<file path="config.mk">
export PLATFORM = sky130hd
export DESIGN_NAME = flaf_phi_mac_fold
export DESIGN_NICKNAME = d
export VERILOG_FILES = /design/src/rtl/flaf_phi_mac_fold.sv
export SDC_FILE = /design/constraint.sdc
export NUM_CORES = 2
export LEC_CHECK = 0
export BUFFER_PORTS_ARGS = -buffer_cell sky130_fd_sc_hd__buf_2
export CELL_PAD_IN_SITES_DETAIL_PLACEMENT = 0
export CELL_PAD_IN_SITES_GLOBAL_PLACEMENT = 1
export CORE_AREA = 2 2 336 338
export CTS_CLUSTER_DIAMETER = 80
export CTS_CLUSTER_SIZE = 40
export DETAILED_ROUTE_END_ITERATION = 16
export DIE_AREA = 0 0 338 340
export PLACE_DENSITY = 0.95
export SLEW_MARGIN = 20
export SYNTH_ARGS = -nofsm -noshare
export SYNTH_HDL_FRONTEND = slang
export SYNTH_SLANG_ARGS = --single-unit
export TNS_END_PERCENT = 5
</file>
<file path="constraint.sdc">
create_clock -name clk -period 19.1 [get_ports clk]
set_input_delay 3.82 -clock clk [delete_from_list [all_inputs] [get_ports clk]]
set_output_delay 3.82 -clock clk [all_outputs]
set_load 0.1 [all_outputs]
</file>
<file path="src/rtl/flaf_phi_mac_fold.sv">
// Folded FLAF dot product: y = sum_j w[j]*phi[j] over M_TAPS Phi vectors with one multiplier.
// Optional macro FLAF_MAC_PIPE_EN registers the product ahead of the accumulator (+1 cycle latency).
module flaf_phi_mac_fold #(
   parameter int Q_ORD  = 7,
   parameter int M_TAPS = 4,
   parameter int WIDTH  = 16,
   parameter int PHI_QP = 15,
   parameter int W_QP   = 12,
   parameter int ACC_W  = 40
) (
   input  logic                          clk,
   input  logic                          reset,
   input  logic [Q_ORD*WIDTH-1:0]        phi_in_packed,
   input  logic                          in_valid,
   output logic                          in_ready,
   input  logic [Q_ORD*M_TAPS*WIDTH-1:0] w_packed,
   input  logic                          hist_clr,
   output logic signed [WIDTH-1:0]       y_out,
   output logic                          out_valid,
   input  logic                          out_ready
);

   localparam int N     = Q_ORD * M_TAPS;
   localparam int CNT_W = $clog2(N + 1);
   localparam int IDX_W = (N > 1) ? $clog2(N) : 1;
   localparam int PRD_W = 2 * WIDTH;
   // The product carries PHI_QP+W_QP fraction bits; y is returned in the weight format.
   localparam int SHIFT = (PHI_QP + W_QP) - W_QP;
`ifdef FLAF_MAC_PIPE_EN
   localparam int LAST  = N;
`else
   localparam int LAST  = N - 1;
`endif
   localparam logic signed [ACC_W-1:0] RND_BIAS = {{(ACC_W-1){1'b0}}, 1'b1} << (SHIFT - 1);
   localparam logic signed [ACC_W-1:0] Y_MAX = {{(ACC_W-WIDTH+1){1'b0}}, {(WIDTH-1){1'b1}}};
   localparam logic signed [ACC_W-1:0] Y_MIN = {{(ACC_W-WIDTH+1){1'b1}}, {(WIDTH-1){1'b0}}};

   typedef enum logic [1:0] {S_IDLE, S_MAC, S_OUT} state_t;

   function automatic logic signed [ACC_W-1:0] round_acc(input logic signed [ACC_W-1:0] a);
      return (a + RND_BIAS) >>> SHIFT;
   endfunction

   function automatic logic signed [WIDTH-1:0] sat_y(input logic signed [ACC_W-1:0] v);
      if (v > Y_MAX)      return Y_MAX[WIDTH-1:0];
      else if (v < Y_MIN) return Y_MIN[WIDTH-1:0];
      else                return v[WIDTH-1:0];
   endfunction

   state_t                    state_q, state_d;
   logic signed [WIDTH-1:0]   hist_q [N];
   logic signed [WIDTH-1:0]   hist_d [N];
   logic signed [WIDTH-1:0]   w_q [N];
   logic signed [WIDTH-1:0]   w_d [N];
   logic signed [ACC_W-1:0]   acc_q, acc_d;
   logic [CNT_W-1:0]          cnt_q, cnt_d;
   logic signed [WIDTH-1:0]   y_q, y_d;
   logic                      vld_q, vld_d;
`ifdef FLAF_MAC_PIPE_EN
   logic signed [ACC_W-1:0]   prod_q, prod_d;
`endif

   logic [IDX_W-1:0]          sel;
   logic signed [WIDTH-1:0]   phi_sel, w_sel;
   logic signed [PRD_W-1:0]   phi_ext, w_ext, prod_full;
   logic signed [ACC_W-1:0]   prod_ext;

   // The pipelined variant runs the counter one step past N; clamp the index there.
   assign sel       = (cnt_q < CNT_W'(N)) ? IDX_W'(cnt_q) : '0;
   assign phi_sel   = hist_q[sel];
   assign w_sel     = w_q[sel];
   assign phi_ext   = {{WIDTH{phi_sel[WIDTH-1]}}, phi_sel};
   assign w_ext     = {{WIDTH{w_sel[WIDTH-1]}}, w_sel};
   assign prod_full = phi_ext * w_ext;
   assign prod_ext  = {{(ACC_W-PRD_W){prod_full[PRD_W-1]}}, prod_full};

   assign in_ready  = (state_q == S_IDLE);
   assign y_out     = y_q;
   assign out_valid = vld_q;

   always_comb begin
      state_d = state_q;
      hist_d  = hist_q;
      w_d     = w_q;
      acc_d   = acc_q;
      cnt_d   = cnt_q;
      y_d     = y_q;
      vld_d   = vld_q;
`ifdef FLAF_MAC_PIPE_EN
      prod_d  = prod_q;
`endif
      unique case (state_q)
         S_IDLE: begin
            if (in_valid) begin
               // Flat index j = k*Q_ORD+q, so a tap shift is a shift by Q_ORD entries.
               for (int j = Q_ORD; j < N; j++) hist_d[j] = hist_q[j-Q_ORD];
               for (int q = 0; q < Q_ORD; q++) hist_d[q] = phi_in_packed[q*WIDTH +: WIDTH];
               for (int j = 0; j < N; j++)     w_d[j]    = w_packed[j*WIDTH +: WIDTH];
               acc_d   = '0;
               cnt_d   = '0;
`ifdef FLAF_MAC_PIPE_EN
               prod_d  = '0;
`endif
               state_d = S_MAC;
            end else if (hist_clr) begin
               for (int j = 0; j < N; j++) hist_d[j] = '0;
            end
         end
         S_MAC: begin
`ifdef FLAF_MAC_PIPE_EN
            acc_d  = acc_q + prod_q;
            prod_d = prod_ext;
`else
            acc_d  = acc_q + prod_ext;
`endif
            cnt_d = cnt_q + CNT_W'(1);
            if (cnt_q == CNT_W'(LAST)) state_d = S_OUT;
         end
         S_OUT: begin
            if (!vld_q) begin
               y_d   = sat_y(round_acc(acc_q));
               vld_d = 1'b1;
            end else if (out_ready) begin
               vld_d   = 1'b0;
               state_d = S_IDLE;
            end
         end
         default: state_d = S_IDLE;
      endcase
   end

   always_ff @(posedge clk or negedge reset) begin
      if (!reset) begin
         state_q <= S_IDLE;
         for (int j = 0; j < N; j++) begin
            hist_q[j] <= '0;
            w_q[j]    <= '0;
         end
         acc_q <= '0;
         cnt_q <= '0;
         y_q   <= '0;
         vld_q <= 1'b0;
`ifdef FLAF_MAC_PIPE_EN
         prod_q <= '0;
`endif
      end else begin
         state_q <= state_d;
         hist_q  <= hist_d;
         w_q     <= w_d;
         acc_q   <= acc_d;
         cnt_q   <= cnt_d;
         y_q     <= y_d;
         vld_q   <= vld_d;
`ifdef FLAF_MAC_PIPE_EN
         prod_q  <= prod_d;
`endif
      end
   end

endmodule

</file>
==> Word-level counts from Yosys, hierarchy flattened <==
Cells that the tools add are included.
{ "word_totals": {"regBits": 960, "in_bits": 565, "output_inout_bits": 18, "wordCells": 108} }
{ "classes": {"addsub": 3, "mul": 1, "order_cmp": 4, "n_eq_ne": 7, "muxes": 22, "bitwise_logic": 2, "n_reduce_logical": 8} }
{ "op_table": {"columns": ["operator", "n"], "rows": [
  ["2-to-1 mux 448 bit", 2],
  ["binary-select mux 16 bit (select 5 bit)", 2],
  ["2-to-1 mux 16 bit", 6],
  ["case mux 40 bit (2 select lines)", 1],
  ["adder 40 x 16 -> 40 bit (second input constant)", 1],
  ["adder 40 x 32 -> 40 bit", 1],
  ["2-to-1 mux 40 bit", 1],
  ["multiplier 16 x 16 -> 32 bit", 1],
  ["> comparator 25 x 16 -> 1 bit (second input constant)", 1],
  ["< comparator 25 x 16 -> 1 bit (second input constant)", 1],
  ["2-to-1 mux 5 bit", 2],
  ["case mux 5 bit (2 select lines)", 1],
  ["2-to-1 mux 2 bit", 4],
  ["inequality test 2 bit (second input constant)", 4],
  ["AND reduction 2 bit", 4],
  [">= comparator 6 bit (second input constant)", 1],
  ["inverter 5 -> 6 bit", 1],
  ["case mux 2 bit (3 select lines)", 1],
  ["adder 5 x 1 -> 5 bit (second input constant)", 1],
  ["equality test 5 bit (second input constant)", 1],
  ["< comparator 5 bit (second input constant)", 1],
  ["AND reduction 4 bit", 1],
  ["nonzero test 2 bit", 2],
  ["equality test 2 x 1 -> 1 bit (second input constant)", 1],
  ["other kinds (4)", 5]
]} }

==> Longest topological paths before layout <==
{ "depth": {"word_depth": 9, "ltp_mapped": 36, "depth_no_buf": 30} }

==> Worst setup path before layout <==
OpenSTA, ideal clock, no wires.
{ "synth_timing": {"path_type": "register to register", "start": "register cnt_q[2]", "end": "register acc_q[29]", "setup_ns": 0.129, "arrival_time_ns": 7.746, "t_required_ns": 18.971, "path_slack_ns": 11.225, "path_stages_with_launch": 32, "path_buffers": 3, "period_less_slack_ns": 7.875, "path_cell_list": "dfrtp_1 buf_6 inv_2 a21oi_2 buf_4 buf_4 mux4_2 a22o_1 nor2_1 a311oi_1 a21oi_1 nor2_1 fa_1 inv_1 fa_1 fa_1 fa_1 inv_1 fa_1 inv_1 fa_1 inv_1 ha_1 a21o_1 o21ai_0 o311a_1 nor3_1 or4b_1 a21o_1 a21oi_1 xor2_1 o21ai_1"} }
{ "synth_via": {"elab_chain_len": 9, "word_cells_on_any_way": 12, "cone_classes": "add/sub: 1; mul: 1; order compare: 1; mux: 8; bitwise: 1"} }
{ "synth_rtl": {"columns": ["element", "line_no", "rtl"], "rows": [
  ["start: declaration", "56", "logic [CNT_W-1:0] cnt_q, cnt_d;"],
  ["start signal: assignment", "151", "cnt_q <= cnt_d;"],
  ["< comparator 5 bit", "69", "assign sel = (cnt_q < CNT_W'(N)) ? IDX_W'(cnt_q) : '0;"],
  ["2-to-1 mux 5 bit *", "69", null],
  ["inverter 5 -> 6 bit (implied by the code) *", "70, 71", null],
  ["binary-select mux 16 bit (select 5 bit), on equally long branches", "70, 71", null],
  ["2-to-1 mux 16 bit, on equally long branches (2 in a row)", "70, 71", null],
  ["multiplier 16 x 16 -> 32 bit *", "74", "assign prod_full = phi_ext * w_ext;"],
  ["adder 40 x 32 -> 40 bit *", "114", "acc_d = acc_q + prod_ext;"],
  ["case mux 40 bit (2 select lines) *", "92", "unique case (state_q)"],
  ["end signal: assignment", "139", "acc_q <= '0;"],
  ["end signal: assignment", "150", "acc_q <= acc_d;"],
  ["end: declaration", "55", "logic signed [ACC_W-1:0] acc_q, acc_d;"]
]} }
Mark *: on every way between the ends. The rest lies on a longest branch, timed or not. The select of a mux whose other input is x is not followed.
A chain may end at the register's enable or synchronous reset.

==> Final worst setup path <==
{ "layout_timing": {"start": "register cnt_q[2]", "end": "register acc_q[38]"} }
The elaborated chain is that of the path after synthesis.

==> results.txt <==
Outcome - finished clean
Worst path max stage delay - 0.77 ns
Antenna violations before repair - 23
# setup viols final - 0
Routed vias/inst - 5.84
Mapped Area - 0.0552 mm²
Final Core Density - 54.6%
Min-delay worst type - reg -> reg
Largest net degree at the start of global routing - 246
WHS - 0.483 ns
Wire length of the first global-routing pass - 260 mm
Seq cells post-synth - 960
Gpl congestion - 0.945
Register area - 0.0240 mm²
Fillers - 9775
Die area - 0.115 mm²
RSZ-0062 raised after global routing - no
Worst Path Arrival - 11.36 ns
Synth top area cells - dfrtp_1 43%, fa_1 12%, nand2_1 11%, a22o_1 7.6%, mux4_2 6.3%
Die height - 340 µm
Layout cell share with drive strength beyond 1 - 15.9%
Post-synth cell types - 77
Global route overflow - 0
WS Path Type - reg -> reg
Number of hold violations in the final report - 0
CTS resizes - 0
Worst R2R End - acc_q[38]
Transition time of the tightest slew-check pin - 1.22 ns
Setup bufs post-CTS - 0
Wirelength per Cell - 22.9 µm
Clk root buf - clkbuf_16
Min Tclk post-route - 10.86 ns
Inserted Clock Buffers - 44
Slew HR - 18.6%
H-Tree Depth - 2
Starting DRT DRC Count - 4440
Setup crit start kind - flip-flop
Routed wire length - 168 mm
Net count of the finished layout - 6798
Syn_nets - 6479
Hold path startpoint - w_q[212]
Fmax - 92.1 MHz
Post-route DRC - 0
Crit end category - flip-flop
Vias in the first global route - 43400
Most common cell on crit path - fa_1
Worst-path clk slew - 0.12 ns
Final Slew Violations - 0
Routed Antenna Nets - 0
Post-DP HPWL - 120 mm
End of the worst hold path - w_q[212]
Placed cells - 7238
CORE AREA - 0.112 mm²
Final worst-path cycle share - 56.9%
CTS sink cnt - 960
Gate Count Post-Synth - 5467
Worst r2r path cells - 32
Commonest cells post-synth - 1621 x nand2_1, 960 x dfrtp_1, 477 x a22o_1
Skew-Pair Late Insertion Delay - 0.74 ns
Worst reg2reg setup slack - 8.24 ns
Buffers on Ports - 582
CTS tree - yes
CTS Buffer Depth - 3
Max-cap violations - 0
Cell taking the most area after synthesis - dfrtp_1
Non-filler instance count after layout - 7333
Yosys synthesis warning count - 0
IO Count - 583
Starting density of the core - 49.5%
CP Data Required Time - 19.60 ns
Average size of a mapped cell - 10.1 µm²
Die Width - 338 µm
Hold Path Depth - 2
TNS Setup - 0 ns
Async SR Flop Fraction - 100%
Number of synthesized flops with an enable pin - 0
Multi-input logic area - 0.0281 mm²
Layout Skew - 0.102 ns
Peak fanout along the critical path - 48
Row count - 123
Top-area cell type share of the netlist area - 43.5%
Area Overhead vs Synth - 10.3%
R2r startpoint - cnt_q[2]
Count leader, synth - nand2_1
Main synth FF type - dfrtp_1
Drt first pass iters - 6
Vias - 42900
CP max-delay cell - a311oi_1
Gr usage total - 29.5%
Hold_buf cts - 0
Register area share after synthesis - 43.5%
## state kept, by name, summed over array words and instances (netlist names)
name,flops
hist_q,448
w_q,448
acc_q,40
y_out,16
cnt_q,5
state_q,2
out_valid,1
## cell type report
type / count / share of cell area (%)
diodes: 12 / 0.0493
clock buffers: 45 / 1.81
clock inverters: 36 / 1.05
inverters: 421 / 2.59
multi-input cells: 3711 / 46.1
flip-flops and latches: 960 / 39.5
well taps: 1500 / 3.08
repair buffers: 648 / 5.84
## cell usage in the layout (no fill, tap or decap), types with 29 or more instances in the layout
cell,synthesis,final
a22oi_1,30,30
a22o_1,477,477
fa_1,331,331
xnor2_1,29,29
a21o_1,35,35
buf_4,22,54
a21oi_1,64,64
dfrtp_1,960,955
nor2_1,237,236
and2_1,34,31
a211oi_1,41,41
xor2_1,30,30
inv_1,420,420
ha_1,116,116
clkbuf_16,0,44
buf_2,67,581
mux4_2,154,154
nand2_1,1621,1617
o21ai_0,113,108
nor2b_1,35,35
a221oi_1,30,30
nand3_1,50,50
o22ai_1,38,38
## worst max-delay path by stage
stage	startpoint	endpoint	slack, ns
finish	cnt_q[2]	acc_q[38]	8.24
global route	cnt_q[2]	acc_q[38]	7.64
CTS	cnt_q[2]	acc_q[38]	8.33
detailed placement	cnt_q[2]	acc_q[37]	8.46
global placement	cnt_q[2]	acc_q[29]	8.50
floorplan	cnt_q[2]	acc_q[29]	11.22
## worst max-delay path, delay by kind of cell, from the launching register on
family / cells / cell delay (ns)
buffers and inverters: 9 / 2.37
XOR/XNOR: 1 / 0.18
adder cells (fa/ha/maj): 7 / 3.28
AND/OR/NAND/NOR: 2 / 0.22
AO/OA/AOI/OAI: 12 / 3.82
multiplexers: 1 / 0.35
flip-flops: 1 / 0.36
## metal layers
metal  wire length [µm]  track usage, %  vias to the layer above
li1                   -               -                    18900
met1              67500            40.1                    21700
met2              79800            46.8                     1829
met3              12200            4.80                      352
met4               8380            13.3                       24
met5                172               0                        -
## kinds of logic (layout without fill, tap and decap cells)
family	count (synthesis)	after routing	synth area share, %
other	0	12	0
AOI/OAI and AO/OA	954	954	13.4
buffers and inverters	796	1150	5.83
xor gates and xnor gates	59	59	0.936
muxes	169	169	6.56
adders and majority gates	447	447	14.6
and+or+nand+nor	2082	2082	15.2
DFF	960	960	43.5
## through the flow
| step | setup slack [ns] | instance area [µm²] |
|---|---|---|
| after global placement | 8.50 | 59000 |
| after CTS | 8.33 | 60800 |
| final | 8.24 | 60900 |
| after floorplan | 11.22 | 55200 |
| after global routing | 7.64 | 60900 |
| after detailed placement | 8.46 | 59100 |
Power is left out: the tool's default activity adds up to more than one toggle a clock period on the data nets, which glitch-free logic cannot reach.
